==> config.mk <==
export PLATFORM = sky130hd
export DESIGN_NAME = cache_set_ctrl
export DESIGN_NICKNAME = d
export VERILOG_FILES = /design/src/rtl/cache_pkg.sv /design/src/rtl/cache_set_ctrl_victim_select.sv /design/src/rtl/cache_set_ctrl.sv
export SDC_FILE = /design/constraint.sdc
export NUM_CORES = 1
export LEC_CHECK = 0
export ABC_CLOCK_PERIOD_IN_PS = 2550
export CAP_MARGIN = 40
export CORE_MARGIN = 1.5
export CORE_UTILIZATION = 40
export CTS_BUF_LIST = sky130_fd_sc_hd__clkbuf_8
export CTS_CLUSTER_SIZE = 8
export DETAILED_ROUTE_END_ITERATION = 7
export PLACE_DENSITY_LB_ADDON = 0.3
export SYNTH_ARGS = -nofsm -noshare
export SYNTH_HDL_FRONTEND = slang
export SYNTH_SLANG_ARGS = --single-unit
==> constraint.sdc <==
create_clock -name clk -period 2.55 [get_ports clk]
set_clock_uncertainty 0.05 [all_clocks]
set_input_delay 0.51 -clock clk [delete_from_list [all_inputs] [get_ports clk]]
set_output_delay 0.51 -clock clk [all_outputs]
set_load 0.01 [all_outputs]
==> src/rtl/cache_pkg.sv <==
// Shared definitions for the per-set cache controller and cache_line users:
// FSM state encoding, age limits and the way-index width helper.
package cache_pkg;

  // FSM state encodings
  localparam logic [2:0] ST_IDLE_ENC      = 3'd0;
  localparam logic [2:0] ST_LOOKUP_ENC    = 3'd1;
  localparam logic [2:0] ST_COMPARE_ENC   = 3'd2;
  localparam logic [2:0] ST_WRITEBACK_ENC = 3'd3;
  localparam logic [2:0] ST_ACCESS_ENC    = 3'd4;
  localparam logic [2:0] ST_RESP_ENC      = 3'd5;

  typedef enum logic [2:0] {
    ST_IDLE      = ST_IDLE_ENC,
    ST_LOOKUP    = ST_LOOKUP_ENC,
    ST_COMPARE   = ST_COMPARE_ENC,
    ST_WRITEBACK = ST_WRITEBACK_ENC,
    ST_ACCESS    = ST_ACCESS_ENC,
    ST_RESP      = ST_RESP_ENC
  } state_e;

  localparam int unsigned DEF_AGE_WIDTH = 2;
  localparam int unsigned DEF_AGE_MAX   = (32'd1 << DEF_AGE_WIDTH) - 32'd1;

  // Saturation value of an age counter of width w
  function automatic int unsigned age_max(input int unsigned w);
    return (32'd1 << w) - 32'd1;
  endfunction

  // Width of a way index; at least 1 bit
  function automatic int unsigned idx_w(input int unsigned n);
    return (n > 32'd1) ? 32'($clog2(n)) : 32'd1;
  endfunction

endpackage

==> src/rtl/cache_set_ctrl_victim_select.sv <==
// victim_select: combinational replacement picker for one set.
// Picks the lowest-index invalid way; when all ways are valid, picks the way
// with the largest age (ties resolve to the lowest index).
// Ports:
//   way_valid_i  valid bit per way
//   way_age_i    packed ages, way i at [i*AGE_WIDTH +: AGE_WIDTH]
//   victim_c     chosen way index (combinational)
module victim_select
  import cache_pkg::*;
#(
  parameter int unsigned NUM_WAYS  = 4,
  parameter int unsigned AGE_WIDTH = DEF_AGE_WIDTH
) (
  input  logic [NUM_WAYS-1:0]           way_valid_i,
  input  logic [NUM_WAYS*AGE_WIDTH-1:0] way_age_i,
  output logic [idx_w(NUM_WAYS)-1:0]    victim_c
);

  localparam int unsigned IDX_W = idx_w(NUM_WAYS);

  logic             found_inv;
  logic [IDX_W-1:0] inv_idx;
  logic [IDX_W-1:0] old_idx;
  logic [AGE_WIDTH-1:0] old_age;

  // Invalid-first scan, then oldest-age scan; strict '>' keeps the lowest index on ties
  always_comb begin
    found_inv = 1'b0;
    inv_idx   = '0;
    old_idx   = '0;
    old_age   = '0;
    for (int i = 0; i < NUM_WAYS; i++) begin
      if (!way_valid_i[i] && !found_inv) begin
        found_inv = 1'b1;
        inv_idx   = IDX_W'(i);
      end
    end
    for (int i = 0; i < NUM_WAYS; i++) begin
      if (way_age_i[i*AGE_WIDTH +: AGE_WIDTH] > old_age) begin
        old_age = way_age_i[i*AGE_WIDTH +: AGE_WIDTH];
        old_idx = IDX_W'(i);
      end
    end
    victim_c = found_inv ? inv_idx : old_idx;
  end

endmodule

==> src/rtl/cache_set_ctrl.sv <==
// cache_set_ctrl: per-set controller in front of the NUM_WAYS cache_line
// instances of one set. Takes one CPU byte request at a time, broadcasts the
// latched request to the ways, resolves hit/miss, selects an LRU victim on a
// miss, requests dirty-line writebacks, drives all age pulses and returns one
// response per request.
// Optional build macro: CACHE_STATS_EN adds saturating hit/miss/writeback counters.
// Ports:
//   clk, rst_b                       clock, async active-low reset
//   req_valid/req_ready              request handshake (ready only in IDLE)
//   req_write/req_addr/req_wdata     request op, byte address, write byte
//   resp_valid/resp_hit/resp_data    one-cycle response strobe, hit flag, byte
//   way_addr/way_wdata               latched request broadcast to all ways
//   way_try_read/way_try_write       latched op broadcast to all ways
//   way_ready/way_reset_age          one-hot target strobes in ACCESS
//   way_incr_age                     age increment pulses in ACCESS
//   way_hit/valid/dirty/age/data     per-way status from the cache lines
//   mem_wb_valid/mem_wb_way          writeback request and victim index
//   mem_wb_ready                     memory accepts the writeback
//   hit_cnt/miss_cnt/wb_cnt          statistics (CACHE_STATS_EN only)
module cache_set_ctrl
  import cache_pkg::*;
#(
  parameter int unsigned ADDRESS_WORD_SIZE = 32,
  parameter int unsigned NUM_WAYS          = 4,
  parameter int unsigned AGE_WIDTH         = DEF_AGE_WIDTH
) (
  input  logic                           clk,
  input  logic                           rst_b,
  input  logic                           req_valid,
  output logic                           req_ready,
  input  logic                           req_write,
  input  logic [ADDRESS_WORD_SIZE-1:0]   req_addr,
  input  logic [7:0]                     req_wdata,
  output logic                           resp_valid,
  output logic                           resp_hit,
  output logic [7:0]                     resp_data,
  output logic [ADDRESS_WORD_SIZE-1:0]   way_addr,
  output logic [7:0]                     way_wdata,
  output logic                           way_try_read,
  output logic                           way_try_write,
  output logic [NUM_WAYS-1:0]            way_ready,
  output logic [NUM_WAYS-1:0]            way_reset_age,
  output logic [NUM_WAYS-1:0]            way_incr_age,
  input  logic [NUM_WAYS-1:0]            way_hit,
  input  logic [NUM_WAYS-1:0]            way_valid,
  input  logic [NUM_WAYS-1:0]            way_dirty,
  input  logic [NUM_WAYS*AGE_WIDTH-1:0]  way_age,
  input  logic [NUM_WAYS*8-1:0]          way_data,
  output logic                           mem_wb_valid,
  output logic [idx_w(NUM_WAYS)-1:0]     mem_wb_way,
`ifdef CACHE_STATS_EN
  output logic [15:0]                    hit_cnt,
  output logic [15:0]                    miss_cnt,
  output logic [15:0]                    wb_cnt,
`endif
  input  logic                           mem_wb_ready
);

  localparam int unsigned IDX_W = idx_w(NUM_WAYS);
  localparam logic [AGE_WIDTH-1:0] AGE_MAX = AGE_WIDTH'(age_max(AGE_WIDTH));

  state_e                         state_q, state_d;
  logic [ADDRESS_WORD_SIZE-1:0]   addr_q, addr_d;
  logic [7:0]                     wdata_q, wdata_d;
  logic                           rd_q, rd_d;
  logic                           wr_q, wr_d;
  logic [IDX_W-1:0]               target_q, target_d;
  logic                           hit_q, hit_d;
  logic                           req_ready_q, req_ready_d;
  logic                           resp_valid_q, resp_valid_d;
  logic                           resp_hit_q, resp_hit_d;
  logic                           mem_wb_valid_q, mem_wb_valid_d;
  logic [NUM_WAYS-1:0]            way_ready_q, way_ready_d;
  logic [NUM_WAYS-1:0]            way_reset_age_q, way_reset_age_d;
  logic [NUM_WAYS-1:0]            way_incr_age_q, way_incr_age_d;

  logic [IDX_W-1:0]               victim_c;
  logic [IDX_W-1:0]               hit_idx;
  logic [NUM_WAYS-1:0]            tgt_onehot;

  victim_select #(
    .NUM_WAYS  (NUM_WAYS),
    .AGE_WIDTH (AGE_WIDTH)
  ) u_victim (
    .way_valid_i (way_valid),
    .way_age_i   (way_age),
    .victim_c    (victim_c)
  );

  // Lowest set way_hit bit wins if the ways report more than one hit
  always_comb begin
    hit_idx = '0;
    for (int i = NUM_WAYS - 1; i >= 0; i--) begin
      if (way_hit[i]) hit_idx = IDX_W'(i);
    end
  end

  // Next-state and next-output logic
  always_comb begin
    state_d         = state_q;
    addr_d          = addr_q;
    wdata_d         = wdata_q;
    rd_d            = rd_q;
    wr_d            = wr_q;
    target_d        = target_q;
    hit_d           = hit_q;
    way_incr_age_d  = '0;

    unique case (state_q)
      ST_IDLE: begin
        if (req_valid) begin
          addr_d  = req_addr;
          wdata_d = req_wdata;
          rd_d    = ~req_write;
          wr_d    = req_write;
          state_d = ST_LOOKUP;
        end
      end
      ST_LOOKUP:  state_d = ST_COMPARE;
      ST_COMPARE: begin
        if (|way_hit) begin
          target_d = hit_idx;
          hit_d    = 1'b1;
          state_d  = ST_ACCESS;
        end else begin
          target_d = victim_c;
          hit_d    = 1'b0;
          state_d  = (way_valid[victim_c] && way_dirty[victim_c]) ? ST_WRITEBACK : ST_ACCESS;
        end
      end
      ST_WRITEBACK: begin
        if (mem_wb_ready) state_d = ST_ACCESS;
      end
      ST_ACCESS:  state_d = ST_RESP;
      ST_RESP:    state_d = ST_IDLE;
      default:    state_d = ST_IDLE;
    endcase

    tgt_onehot = NUM_WAYS'(1) << target_d;

    req_ready_d     = (state_d == ST_IDLE);
    resp_valid_d    = (state_d == ST_RESP);
    resp_hit_d      = (state_d == ST_RESP) && hit_d;
    mem_wb_valid_d  = (state_d == ST_WRITEBACK);
    way_ready_d     = (state_d == ST_ACCESS) ? tgt_onehot : '0;
    way_reset_age_d = (state_d == ST_ACCESS) ? tgt_onehot : '0;

    // Ages only change in ACCESS, so the values seen the cycle before are current
    if (state_d == ST_ACCESS) begin
      for (int i = 0; i < NUM_WAYS; i++) begin
        way_incr_age_d[i] = !tgt_onehot[i] && way_valid[i] &&
                            (way_age[i*AGE_WIDTH +: AGE_WIDTH] != AGE_MAX);
      end
    end
  end

  // State and registered outputs
  always_ff @(posedge clk or negedge rst_b) begin
    if (!rst_b) begin
      state_q         <= ST_IDLE;
      addr_q          <= '0;
      wdata_q         <= '0;
      rd_q            <= 1'b0;
      wr_q            <= 1'b0;
      target_q        <= '0;
      hit_q           <= 1'b0;
      req_ready_q     <= 1'b1;
      resp_valid_q    <= 1'b0;
      resp_hit_q      <= 1'b0;
      mem_wb_valid_q  <= 1'b0;
      way_ready_q     <= '0;
      way_reset_age_q <= '0;
      way_incr_age_q  <= '0;
    end else begin
      state_q         <= state_d;
      addr_q          <= addr_d;
      wdata_q         <= wdata_d;
      rd_q            <= rd_d;
      wr_q            <= wr_d;
      target_q        <= target_d;
      hit_q           <= hit_d;
      req_ready_q     <= req_ready_d;
      resp_valid_q    <= resp_valid_d;
      resp_hit_q      <= resp_hit_d;
      mem_wb_valid_q  <= mem_wb_valid_d;
      way_ready_q     <= way_ready_d;
      way_reset_age_q <= way_reset_age_d;
      way_incr_age_q  <= way_incr_age_d;
    end
  end

  // The target line registers its byte at the end of ACCESS, so RESP muxes it directly
  always_comb begin
    resp_data = 8'h00;
    if (state_q == ST_RESP) begin
      for (int i = 0; i < NUM_WAYS; i++) begin
        if (IDX_W'(i) == target_q) resp_data = way_data[i*8 +: 8];
      end
    end
  end

  assign req_ready     = req_ready_q;
  assign resp_valid    = resp_valid_q;
  assign resp_hit      = resp_hit_q;
  assign way_addr      = addr_q;
  assign way_wdata     = wdata_q;
  assign way_try_read  = rd_q;
  assign way_try_write = wr_q;
  assign way_ready     = way_ready_q;
  assign way_reset_age = way_reset_age_q;
  assign way_incr_age  = way_incr_age_q;
  assign mem_wb_valid  = mem_wb_valid_q;
  assign mem_wb_way    = target_q;

`ifdef CACHE_STATS_EN
  logic [15:0] hit_cnt_q, miss_cnt_q, wb_cnt_q;

  // Saturating event counters
  always_ff @(posedge clk or negedge rst_b) begin
    if (!rst_b) begin
      hit_cnt_q  <= '0;
      miss_cnt_q <= '0;
      wb_cnt_q   <= '0;
    end else begin
      if (state_q == ST_RESP && hit_q && hit_cnt_q != 16'hFFFF)
        hit_cnt_q <= hit_cnt_q + 16'd1;
      if (state_q == ST_RESP && !hit_q && miss_cnt_q != 16'hFFFF)
        miss_cnt_q <= miss_cnt_q + 16'd1;
      if (state_q == ST_WRITEBACK && mem_wb_ready && wb_cnt_q != 16'hFFFF)
        wb_cnt_q <= wb_cnt_q + 16'd1;
    end
  end

  assign hit_cnt  = hit_cnt_q;
  assign miss_cnt = miss_cnt_q;
  assign wb_cnt   = wb_cnt_q;
`endif

endmodule
==> metrics.md <==
| Metric | Value |
|---|---|
| H-tree depth | 3 |
| Post-DP Area | between 5000 and 6000 um2 |
| Most common cell after layout, fill and taps aside | clkdlybuf4s50_1 |
| Grt total ovfl | 0 |
| Worst setup margin | -0.975 ns |
| Final Hold Violating Endpoints | 0 |
| Peak VDD IR | 0.000394 V |
| Vias in the first global route | 2684 |
| Unrepaired setup endpoints after global routing | yes |
| Adder-Cell Fraction of Synth Area | 3.30% |
| CTS tree | built |
| Slew margin rel. | about 52% |
| Mapped Cells | 228 |
| # fillers | 527 |
| Root buf cell | clkbuf_8 |
| Area of the core | 7290 um2 |
| CP endpoint kind | flop |
| Post-synthesis compound-gate area fraction | 7.13% |
| XOR/XNOR Fraction of Synth Area | 0% |
| Pin count of the biggest net entering global routing | about 60 |
| Fin area | ~5300 um2 |
| Die Y | around 90 um |
| I/O pins | about 170 |
| Post-detail-place hpwl | 6470 um |
| Min-Delay Path Class | in2async |
| Worst skew pair latency | 0.34 ns |
| Synth Cell Area | ~3000 um2 |
| Max-slew violation total from the final report | 0 |
| CTS sink cnt | 60 |
| Global-route wire length before repair | 13300 um |
| CTS max path bufs | 2 |
| GP Congestion | 0.853 |
| Vias per cell | 4.93 |
| Share of async-settable or async-resettable flops after synthesis | 100% |
| Setup CP Type | in2reg |
| Die ar. | 8120 um2 |
| Area grow syn2layout | 76.0% |
| Critical Path RT | between 2 and 3 ns |
| Max Clk Rate | 284 MHz |
| Syn avg cell area | 13.3 um2 |
| Critical path launch point type | input port |
| Critical Path AT | approximately 3.7 ns |
| Clk pin slew, worst setup/hold paths | 0.07 ns |
| Final #Nets | 528 |
| Drt wl/cell | 15.8 um |
| Synth Flop Type | dfrtp_1 |
| Post-synthesis mux area share | 22.6% |
| # DRC | 0 |
| Min Clock Period, post-route | 3.53 ns |
| LEAKAGE | 0.00220 uW |
| Initial Utilization | 41.6% |
| Syn nets | 333 |
| Main combinational cell family by area after synthesis | multiplexers |
| Starting DRT DRC Count | 64 |
| Row Count | 31 |
| Yosys cell types | 52 |
| Commonest non-fill, non-tap cells in the layout | 159 x clkdlybuf4s50_1, 59 x dfrtp_1, 42 x mux2_2 |
| Clock buffer count from CTS | 9 |
| Failing checks | setup timing |
| Number of port buffers | 164 |
| Total Wirelength | 8320 um |
| Final Setup Violations | 22 |
| Die Wd | 90.1 um |
| Final clock period utilization by the worst path | 138% |
| Worst Path Max Fanout | 4 |
| Pre-antenna DRT Iters | 4 |
| Final ANT Viol Nets | 0 |
| Sequential share of the synthesized area | 49.5% |
| ANT cells | 0 |
| Initial antenna violation count | 0 |
| Vias post-DR | 2597 |
| Outcome | complete, but fails checks |
| Layout cells sized above 1 | about 34% |
| FF+latch count, synth | 60 |
| PD cells | ~970 nW/um2 |
| Worst-margin pin slew | 0.720 ns |
| Gr usage total | 20.8% |
| Final Util | 73.2% |
| Post-Synth Simple-Gate Area | roughly 13% |
| Dpl ws | -1.90 ns |
| Max-Cap Viols | 0 |
| EDFF count, synth | 0 |
| Synth Warn # | 0 |
[state kept, by name, indices dropped and copies added, names as in the netlist]
register / flops
way_incr_age: 4
resp_hit: 1
way_try_write: 1
way_try_read: 1
way_addr: 32
hit_q: 1
way_reset_age: 4
mem_wb_valid: 1
way_wdata: 8
state_q: 3
req_ready: 1
resp_valid: 1
mem_wb_way: 2
[critical path, stage by stage]
cell and delay [ns]:
buf_8 0.09, inv_8 0.03, ha_4 0.26, and2b_2 0.24, nor2_4 0.10, mux2_4 0.32
ha_4 0.28, inv_4 0.03, o22ai_4 0.15, mux2_4 0.33, ha_4 0.28, nand2_4 0.04
o21a_1 0.11, a211o_1 0.27, a221oi_4 0.35, buf_6 0.16, buf_6 0.08, a211oi_2 0.05
[cells in the mapped netlist (4+ instances only)]
library cell   n  area [um2]
buf_2          4        20.0
nand2_1        8        30.0
mux2_2        44         495
ha_1           8         100
nor2_1         9        33.8
nor2b_1       10        62.6
inv_1         13        48.8
dfrtp_1       59        1480
o21ai_0        5        25.0
buf_4          5        37.5
mux4_2         8         180
[power by group]
part | internal [uW] | switching, uW | leakage (uW)
Clock | 505 | 374 | 0.000102
Combinational | 1670 | 1000 | 0.00136
Sequential | 1390 | 248 | 0.000729
Total | 3560 | 1620 | 0.00220
[worst paths after layout]
path | slack [ns] | from | cells past startpoint | endpoint
max in group asynchronous | 1.72 | rst_b | 2 | way_addr[15]
min | 0.25 | rst_b | 2 | way_addr[28]
min reg2reg | 0.46 | way_addr[19] | 1 | way_addr[19]
min in group clk | 0.46 | way_addr[19] | 1 | way_addr[19]
max | -0.98 | way_age[1] | 18 | way_incr_age[2]
max reg2reg | 0.45 | state_q[2] | 7 | way_incr_age[2]
[what timing repair did]
action	CTS	global route
hold buffers	0	0
buffers inserted	4	2
pin swaps	12	7
endpoints found under the setup margin	22	22
gates resized for setup	35	9
[layer usage]
| layer | GRT usage (%) | wire length [um] | part of all wire (%) |
|---|---|---|---|
| met1 | 24.6 | 3380 | 41 |
| met2 | 37.2 | 4480 | 54 |
| met3 | 3.72 | 342 | 4.1 |
| met4 | 8.47 | 122 | 1.5 |
| met5 | 0 | 0 | 0 |
[metrics by stage]
step	hold WS, ns	std cells	power [uW]	setup TNS, ns
after detailed placement	0.445	505	4250	-25.23
final	0.253	527	5190	-13.77
after global routing	0.315	527	5470	-16.53
after global placement	0.437	505	4170	-23.73
after floorplan	0.164	228	2940	-14.68
after CTS	0.283	525	5190	-13.92
[area by class of cell]
class                   count  area [um2]  share of cell area [%]
multi-input cells         143        1540                    28.8
clock inverters             5        58.8                    1.10
repair buffers            196        1900                    35.5
flip-flops and latches     60        1500                    28.1
well taps                  99         124                    2.32
clock buffers              11         151                    2.84
inverters                  13        66.3                    1.24
[kinds of logic (layout without fill, tap and decap cells)]
group,after synthesis,count (layout)
DFF,60,60
and+or+nand+nor,57,57
muxes,53,53
AOI/OAI and AO/OA,25,25
buffers and inverters,25,225
adders and majority gates,8,8
No activity file was read; power rests on OpenSTA's default activity.
